$ cat config.mk
export PLATFORM = sky130hd
export DESIGN_NAME = instruction_memory_pipelined
export DESIGN_NICKNAME = d
export VERILOG_FILES = /design/src/rtl/instruction_memory_pipelined.sv
export SDC_FILE = /design/constraint.sdc
export NUM_CORES = 1
export LEC_CHECK = 0
export ABC_AREA = 1
export CAP_MARGIN = 5
export CORE_UTILIZATION = 45
export CTS_CLUSTER_SIZE = 12
export DETAILED_ROUTE_END_ITERATION = 6
export GPL_ROUTABILITY_DRIVEN = 0
export SLEW_MARGIN = 15
export SYNTH_ARGS = -nofsm -noshare
export SYNTH_HDL_FRONTEND = slang
export SYNTH_SLANG_ARGS = --single-unit
$ cat constraint.sdc
create_clock -name clk -period 6.2 [get_ports clk]
set_clock_uncertainty 0.05 [all_clocks]
set_input_delay 0.93 -clock clk [delete_from_list [all_inputs] [get_ports clk]]
set_output_delay 0.93 -clock clk [all_outputs]
set_load 0.01 [all_outputs]
$ cat src/rtl/instruction_memory_pipelined.sv
// Registered-output instruction memory: one-cycle fetch into a 2-entry response
// buffer, run-time loader port, and NOP+fault code for misaligned or out-of-range PCs.
module instruction_memory_pipelined #(
    parameter int              XLEN   = 32,
    parameter int              ADDR_W = 32,
    parameter int              DEPTH  = 32,
    parameter logic [XLEN-1:0] NOP    = 'h00000013
) (
    input  logic                     clk,
    input  logic                     rst_n,
    input  logic                     flush,
    input  logic                     req_valid,
    output logic                     req_ready,
    input  logic [ADDR_W-1:0]        req_addr,
    output logic                     resp_valid,
    input  logic                     resp_ready,
    output logic [XLEN-1:0]          resp_inst,
    output logic [ADDR_W-1:0]        resp_pc,
    output logic [1:0]               resp_fault,
    input  logic                     ld_en,
    input  logic [$clog2(DEPTH)-1:0] ld_addr,
    input  logic [XLEN-1:0]          ld_data,
    output logic [7:0]               fault_cnt
);
    localparam int IW = $clog2(DEPTH);

    logic [XLEN-1:0]   mem [DEPTH];
    logic [XLEN-1:0]   buf_inst  [2];
    logic [ADDR_W-1:0] buf_pc    [2];
    logic [1:0]        buf_fault [2];
    logic              wptr, rptr;
    logic [1:0]        count;
    logic              push, pop;
    logic [ADDR_W-3:0] word_idx;
    logic              in_range;
    logic [XLEN-1:0]   rd_inst;
    logic [1:0]        rd_fault;

    assign resp_valid = (count != 2'd0);
    assign pop        = resp_valid & resp_ready;
    assign req_ready  = rst_n & ~ld_en & ~flush & ((count < 2'd2) | pop);
    assign push       = req_valid & req_ready;

    // Full-width compare so high address bits never alias into the array.
    assign word_idx = req_addr[ADDR_W-1:2];
    assign in_range = word_idx < (ADDR_W-2)'(DEPTH);

    always_comb begin
        rd_inst  = mem[word_idx[IW-1:0]];
        rd_fault = 2'b00;
        if (req_addr[1:0] != 2'b00) begin
            rd_inst  = NOP;
            rd_fault = 2'b01;
        end else if (!in_range) begin
            rd_inst  = NOP;
            rd_fault = 2'b10;
        end
    end

    // Array is deliberately not reset so loaded programs survive a core reset.
    always_ff @(posedge clk) begin
        if (ld_en) mem[ld_addr] <= ld_data;
    end

    always_ff @(posedge clk) begin
        if (push) begin
            buf_inst[wptr]  <= rd_inst;
            buf_pc[wptr]    <= req_addr;
            buf_fault[wptr] <= rd_fault;
        end
    end

    always_ff @(posedge clk or negedge rst_n) begin
        if (!rst_n) begin
            count <= 2'd0;
            wptr  <= 1'b0;
            rptr  <= 1'b0;
        end else if (flush) begin
            count <= 2'd0;
            wptr  <= 1'b0;
            rptr  <= 1'b0;
        end else begin
            case ({push, pop})
                2'b10: begin
                    count <= count + 2'd1;
                    wptr  <= ~wptr;
                end
                2'b01: begin
                    count <= count - 2'd1;
                    rptr  <= ~rptr;
                end
                2'b11: begin
                    wptr <= ~wptr;
                    rptr <= ~rptr;
                end
                default: ;
            endcase
        end
    end

    always_ff @(posedge clk or negedge rst_n) begin
        if (!rst_n)
            fault_cnt <= 8'd0;
        else if (push && rd_fault != 2'b00 && fault_cnt != 8'hFF)
            fault_cnt <= fault_cnt + 8'd1;
    end

    assign resp_inst  = resp_valid ? buf_inst[rptr]  : '0;
    assign resp_pc    = resp_valid ? buf_pc[rptr]    : '0;
    assign resp_fault = resp_valid ? buf_fault[rptr] : '0;
endmodule

==> metrics.log, run 1 <==
[metrics] clock input transition at the sequential cells of the worst setup and hold paths: 60 ps
[metrics] final instance area: 53300 µm²
[metrics] area of the core region: 104000 µm²
[metrics] TritonCTS clock tree: built
[metrics] Chip Height: 325 µm
[metrics] list of most frequent post-synthesis cells: 1335 x nand2_1, 1156 x edfxtp_1, 891 x nand3_1
[metrics] endpoint kind of the worst setup timing path: output port
[metrics] dpl hpwl: 69900 µm
[metrics] post-synthesis sequential area ratio: 74.4%
[metrics] total wirelength of the detailed-routed design: 124000 µm
[metrics] number of H-tree levels: 3
[metrics] synthesized net count: 3992
[metrics] WHS Path Cells: 2
[metrics] total I/O pin count: between 150 and 200
[metrics] worst setup path class: register to output port
[metrics] synthesis-stage register bit count: around 1200
[metrics] final net count: 4071
[metrics] number of buffers added by the clock tree synthesis step: 119
[metrics] worst hold path class: register to register
[metrics] RSZ-0062 raised after global routing: false
[metrics] global-route wire length before repair: around 190000 µm
[metrics] outcome: completed
[metrics] initial antenna violation count: 4
[metrics] post-synthesis cell count: 3916
[metrics] DP Area: 49600 µm²
[metrics] final standard cell count with taps included and fillers excluded: 5457
[metrics] Cell Area, Synth: 47100 µm²
[metrics] transition time at the pin with the least slew margin: 1180 ps
[metrics] Area contributors post-synth: edfxtp_1 74%, nand2_1 11%, nand3_1 9.5%, buf_2 1.4%, a21oi_1 1.0%
[metrics] power per standard cell area: 312 nW/µm²
[metrics] Root Buffer: clkbuf_16
[metrics] Post-synth EDFFs: about 1200
[metrics] CP Data Arrival Time: roughly 3100 ps
[metrics] maximum number of pins on one net before global-route repair: 169
[metrics] post-synthesis async set-or-reset flop share: 1.03%
[metrics] Leakage: 18.7 nW
[metrics] total clock sinks: 1168
[metrics] total number of vias: 30100
[metrics] number of placement rows: 118
[metrics] highest clock frequency the design can meet: 246 MHz
[metrics] Clock Path Buffers: 3
[metrics] filler cell count in the final layout: ~9000
[metrics] final period demand of the worst path: about 4100 ps
[metrics] Die Area: 106000 µm²
[metrics] average size of a mapped cell: 12.0 µm²
[metrics] count of yosys warnings during synthesis: 0
[metrics] sort of element at the start of the critical path: register
[metrics] cell taking the most area after synthesis: edfxtp_1
[metrics] port bufs: 150
[metrics] TritonRoute pass-1 iters: 6
[metrics] Total Routing Usage GR: 23.2%
[metrics] WL per Instance: 22.7 µm
[metrics] post-route ant nets: 0
[metrics] reported max-cap violation count: 0
[metrics] detailed-route DRC error count: 0
[metrics] total count of max-transition violations in the final report: 0
[metrics] via count of the first global-routing pass: ~28000
[metrics] depth of the worst register-to-register path: 4
[metrics] highest net fanout along the worst path: 47
[metrics] Resized cells post-CTS: 0
[metrics] worst rel slew slack: 21.0%
[metrics] die outline width: 325 µm
[metrics] number of failing setup endpoints in the final timing report: 0
[metrics] highest ir drop seen on vdd: 246 µV
[metrics] library cell with the highest instance count after synthesis: nand2_1
[metrics] initial core utilization: 45.4%
[metrics] gr ovfl total: 0
[metrics] share of the synthesized area in the top cell type: 73.7%
[metrics] required time of the worst setup path: roughly 5200 ps
[metrics] post-CTS setup buffer count: 0
[metrics] dominant register cell in the synthesized netlist: edfxtp_1
[metrics] number of hold violations in the final report: 0
[metrics] setup_tns: 0 ps
[metrics] detail-routed via count per cell: 5.51
[metrics] share of post-route cells with drive strength above 1: 6.60%
[metrics] post-route fraction of the period consumed by the critical path: 65.5%
[metrics] count of routing violations after the opening detailed-route iteration: 3408
[metrics] cell count after placement: approximately 5200
[metrics] clock latency on the worst-skew pair: a little over 700 ps
[metrics] total of hold buffers inserted after clock tree synthesis: 0
[metrics] Layout Area Growth over Synthesis: 13.2%
[metrics] post-synth cell types: 31
-- cell usage in the layout (no fill, tap or decap), types with 5 or more instances in the layout --
master | synthesis | routed
nand2_1 | 1335 | 1335
buf_4 | 10 | 36
a21oi_1 | 96 | 96
buf_16 | 0 | 5
edfxtp_1 | 1156 | 1156
clkinv_2 | 1 | 10
nand3_1 | 891 | 891
o21ai_0 | 8 | 8
clkdlybuf4s50_1 | 0 | 120
nor2_1 | 95 | 60
bufinv_16 | 0 | 6
clkbuf_16 | 0 | 119
clkbuf_1 | 44 | 43
dfrtp_1 | 12 | 11
inv_1 | 59 | 57
clkinv_1 | 1 | 17
buf_2 | 127 | 26
nor2_4 | 1 | 36
buf_12 | 0 | 9
-- routing by layer --
metal  global-route usage, %  part of all wire, %
met3                    4.37                  8.7
met5                       0                0.017
met2                    35.5                   46
met4                    5.00                  1.7
met1                    34.5                   44
-- worst max-delay path, cell delays in order (launching register included) --
cell,delay (ps)
dfrtp_2,400
inv_2,620
buf_4,380
nand2_1,80
a21oi_1,230
clkdlybuf4s50_1,640
-- state kept, by name (all words and copies together), names as in the netlist --
name	count
mem	1024
buf_fault	4
fault_cnt	8
buf_pc	64
count	2
buf_inst	64
rptr	1
wptr	1
-- per-stage QoR --
step / worst slack, ps / util (%) / power [W] / hold slack (ps)
2_1_floorplan: 1410 / - / 0.00956 / 472
3_3_place_gp: 2090 / 47.9 / 0.0101 / 429
3_5_place_dp: 2090 / 47.9 / 0.0101 / 434
4_1_cts: 2080 / 51.3 / 0.0167 / 448
5_1_grt: 2000 / 51.4 / 0.0171 / 488
6_report: 2140 / 51.4 / 0.0166 / 447
-- worst paths after layout --
path                                     startpoint                         to  slack (ps)
setup / recovery                   rptr$_DFFE_PN0P_               resp_inst[2]        2140
hold / removal             fault_cnt[7]$_DFFE_PN0P_   fault_cnt[7]$_DFFE_PN0P_         450
setup reg to reg               count[1]$_DFFE_PN0P_  buf_inst[1][23]$_DFFE_PP_        3660
hold reg to reg            fault_cnt[7]$_DFFE_PN0P_   fault_cnt[7]$_DFFE_PN0P_         450
max in group asynchronous                     rst_n           rptr$_DFFE_PN0P_        5130
min in group asynchronous                     rst_n   fault_cnt[7]$_DFFE_PN0P_         550
-- logic make-up (layout without fill, tap and decap cells) --
group | Yosys count | count (layout) | synth area share, %
fa+ha+maj | 1 | 1 | 0.0266
xor+xnor | 6 | 6 | 0.112
flops | 1168 | 1168 | 74.4
buf+inv | 305 | 465 | 3.29
other cells | 0 | 1 | 0
compound gates | 107 | 107 | 1.17
simple gates | 2329 | 2329 | 21.0
-- where the power goes --
group	switching, W	leakage [nW]	internal [W]
Clock	0.00293	1.71	0.00376
Combinational	0.000809	6.50	0.000313
Sequential	0.0000332	10.5	0.00878
Total	0.00377	18.7	0.0128
-- cell type report --
class	instances	area [µm²]	share of cell area, %
Sequential cell	1168	35000	65.7
Multi-Input combinational cell	2443	10800	20.2
Clock buffer	162	3140	5.89
Timing Repair Buffer	199	1960	3.68
Tap cell	1380	1730	3.24
Clock inverter	40	392	0.735
Inverter	64	272	0.510
Antenna cell	1	2.50	0.00470
Power figures use the tool's default switching activity.
==> run 2: changes to the inputs <==
==> constraint.sdc (replaced) <==
create_clock -name clk -period 3.4 [get_ports clk]
set_clock_uncertainty 0.05 [all_clocks]
set_input_delay 0.51 -clock clk [delete_from_list [all_inputs] [get_ports clk]]
set_output_delay 0.51 -clock clk [all_outputs]
set_load 0.01 [all_outputs]
==> metrics.log, run 2 (synthesized netlist as in run 1, its figures left out) <==
[metrics] post-route ant nets: 0
[metrics] Clock Path Buffers: 3
[metrics] initial antenna violation count: 1
[metrics] Logic pwr share: ~7.1%
[metrics] outcome: completed
[metrics] most used cells in the layout excluding fill and tap cells: 1335 x nand2_1, 1156 x edfxtp_1, 891 x nand3_1, 145 x clkdlybuf4s50_1, 119 x clkbuf_16
[metrics] TritonCTS clock tree: built
[metrics] number of H-tree levels: 3
[metrics] crit path cell chain: inv_2 -> buf_4 -> nand2_1 -> a21oi_1 -> clkdlybuf4s50_1
[metrics] via count of the first global-routing pass: 28700
[metrics] number of buffers added by the clock tree synthesis step: about 120
[metrics] RSZ-0062 raised after global routing: false
[metrics] clock latency on the worst-skew pair: 700 ps
[metrics] transition time at the pin with the least slew margin: 1150 ps
[metrics] worst rel slew slack: 22.8%
[metrics] net switching power: 0.00677 W
[metrics] WL per Instance: 23.5 µm
[metrics] initial core utilization: 45.4%
[metrics] CP max-delay cell: clkdlybuf4s50_1
[metrics] filler cell count in the final layout: 8726
[metrics] highest routing layer actually used: met5
[metrics] Root Buffer: clkbuf_16
[metrics] Chip Height: 325 µm
[metrics] clock network power share: 39.3%
[metrics] setup_tns: 0 ps
[metrics] share of power burned in registers: 53.7%
[metrics] Leakage: 19.3 nW
[metrics] power per standard cell area: 550 nW/µm²
[metrics] final period demand of the worst path: 3170 ps
[metrics] register with the most flip-flops: mem
[metrics] highest net fanout along the worst path: 31
[metrics] total count of max-transition violations in the final report: 0
[metrics] sort of element at the start of the critical path: register
[metrics] detailed-route DRC error count: 0
[metrics] flip-flop count of the largest register after layout: 1024
[metrics] number of hold violations in the final report: 0
[metrics] n_diodes: 0
[metrics] total clock sinks: 1168
[metrics] registers with the highest flip-flop counts: mem (1024), buf_inst (64), buf_pc (64)
[metrics] worst stage delay on the critical path: 590 ps
[metrics] dpl hpwl: ~70000 µm
[metrics] Total Routing Usage GR: 24.4%
[metrics] most common library cell in the layout ignoring fill and taps: nand2_1
[metrics] number of failing setup endpoints in the final timing report: 0
[metrics] post-route fraction of the period consumed by the critical path: ~93%
[metrics] switching fraction of total power: 22.6%
[metrics] worst hold path class: input pin to async pin
[metrics] share of post-route cells with drive strength above 1: under 10%
[metrics] CP Data Arrival Time: 2610 ps
[metrics] maximum number of pins on one net before global-route repair: 169
[metrics] total number of vias: approximately 30000
[metrics] port bufs: 150
[metrics] utilization of the core after routing: 52.6%
[metrics] highest ir drop seen on vdd: approximately 420 µV
[metrics] length of routed met3 wiring: 11800 µm
[metrics] internal power contribution: 0.0232 W
[metrics] wire length on met1: 55600 µm
[metrics] endpoint kind of the worst setup timing path: output port
[metrics] reported max-cap violation count: 0
[metrics] count of routing violations after the opening detailed-route iteration: 3312
[metrics] number of placement rows: between 100 and 150
[metrics] final net count: ~4200
[metrics] Die Area: about 110000 µm²
[metrics] die outline width: around 330 µm
[metrics] total wirelength of the detailed-routed design: 130000 µm
[metrics] Min Hold Slack: 104 ps
[metrics] highest clock frequency the design can meet: 315 MHz
[metrics] total I/O pin count: 151
[metrics] worst setup slack before clock tree synthesis: roughly 540 ps
[metrics] detail-routed via count per cell: 5.50
[metrics] clock input transition at the sequential cells of the worst setup and hold paths: 60 ps
[metrics] Layout Area Growth over Synthesis: 15.8%
[metrics] global-route wire length before repair: 191000 µm
[metrics] TritonRoute pass-1 iters: 5
[metrics] required time of the worst setup path: 2840 ps
[metrics] worst setup path class: register to output port
[metrics] gr ovfl total: 0
[metrics] area of the core region: 104000 µm²
[metrics] worst-case setup margin in the final layout: 228 ps
[metrics] routed length on met2: 59100 µm
[run 2: worst max-delay path, delay by kind of cell (launching register included)]
kind            cells  cell delay, ps
flops               1             530
buf+inv             3            1060
simple gates        1              90
compound gates      1             210
[run 2: layout make-up]
class	instances	area, µm²	area share, %
sequential	1168	35000	64.3
timing repair buffer	290	3280	6.01
inverter	64	272	0.498
multi-input combinational	2443	10800	19.8
tap	1380	1730	3.17
clock inverter	36	253	0.464
clock buffer	161	3170	5.81
[run 2: final timing paths]
kind                                           from                        to  slack, ps  cells past startpoint
setup / recovery                   rptr$_DFFE_PN0P_                resp_pc[5]        230                      5
hold / removal                                rst_n  fault_cnt[7]$_DFFE_PN0P_        100                      2
setup reg to reg               count[1]$_DFFE_PN0P_    buf_pc[1][5]$_DFFE_PP_       1340                      4
hold reg to reg            fault_cnt[7]$_DFFE_PN0P_  fault_cnt[7]$_DFFE_PN0P_        450                      2
max in group asynchronous                     rst_n          rptr$_DFFE_PN0P_       3020                      2
min in group clk                        ld_data[14]      mem[5][14]$_DFFE_PP_        300                      1
[run 2: power by group through the flow]
stage / registers, W / logic, W / clock network, W
floorplan: 0.0164 / 0.00108 / 0
CTS: 0.0161 / 0.00212 / 0.0119
global placement: 0.0164 / 0.00209 / 0
global route: 0.0161 / 0.00231 / 0.0125
detailed placement: 0.0164 / 0.00211 / 0
finish: 0.0161 / 0.00213 / 0.0118
[run 2: metrics by stage]
stage | instances | power, W | area [µm²]
floorplan | 3916 | 0.0174 | 47100
global placement | 5344 | 0.0185 | 51100
detailed placement | 5344 | 0.0185 | 51100
CTS | 5541 | 0.0301 | 54500
global route | 5542 | 0.0309 | 54500
finish | 5542 | 0.0300 | 54500
[run 2: repair_timing]
| item | in CTS | in global routing |
|---|---|---|
| hold buffers | 0 | 0 |
| buffers inserted | 0 | 1 |
| setup endpoints to repair | 4 | 2 |
| pin swaps | 0 | 0 |
| gates resized for setup | 4 | 1 |
[run 2: routing by layer]
| metal | vias to the layer above | track usage (%) |
|---|---|---|
| li1 | 14100 | - |
| met1 | 14900 | 34.8 |
| met2 | 1270 | 37.4 |
| met3 | 223 | 5.49 |
| met4 | 2 | 7.26 |
| met5 | - | 0 |
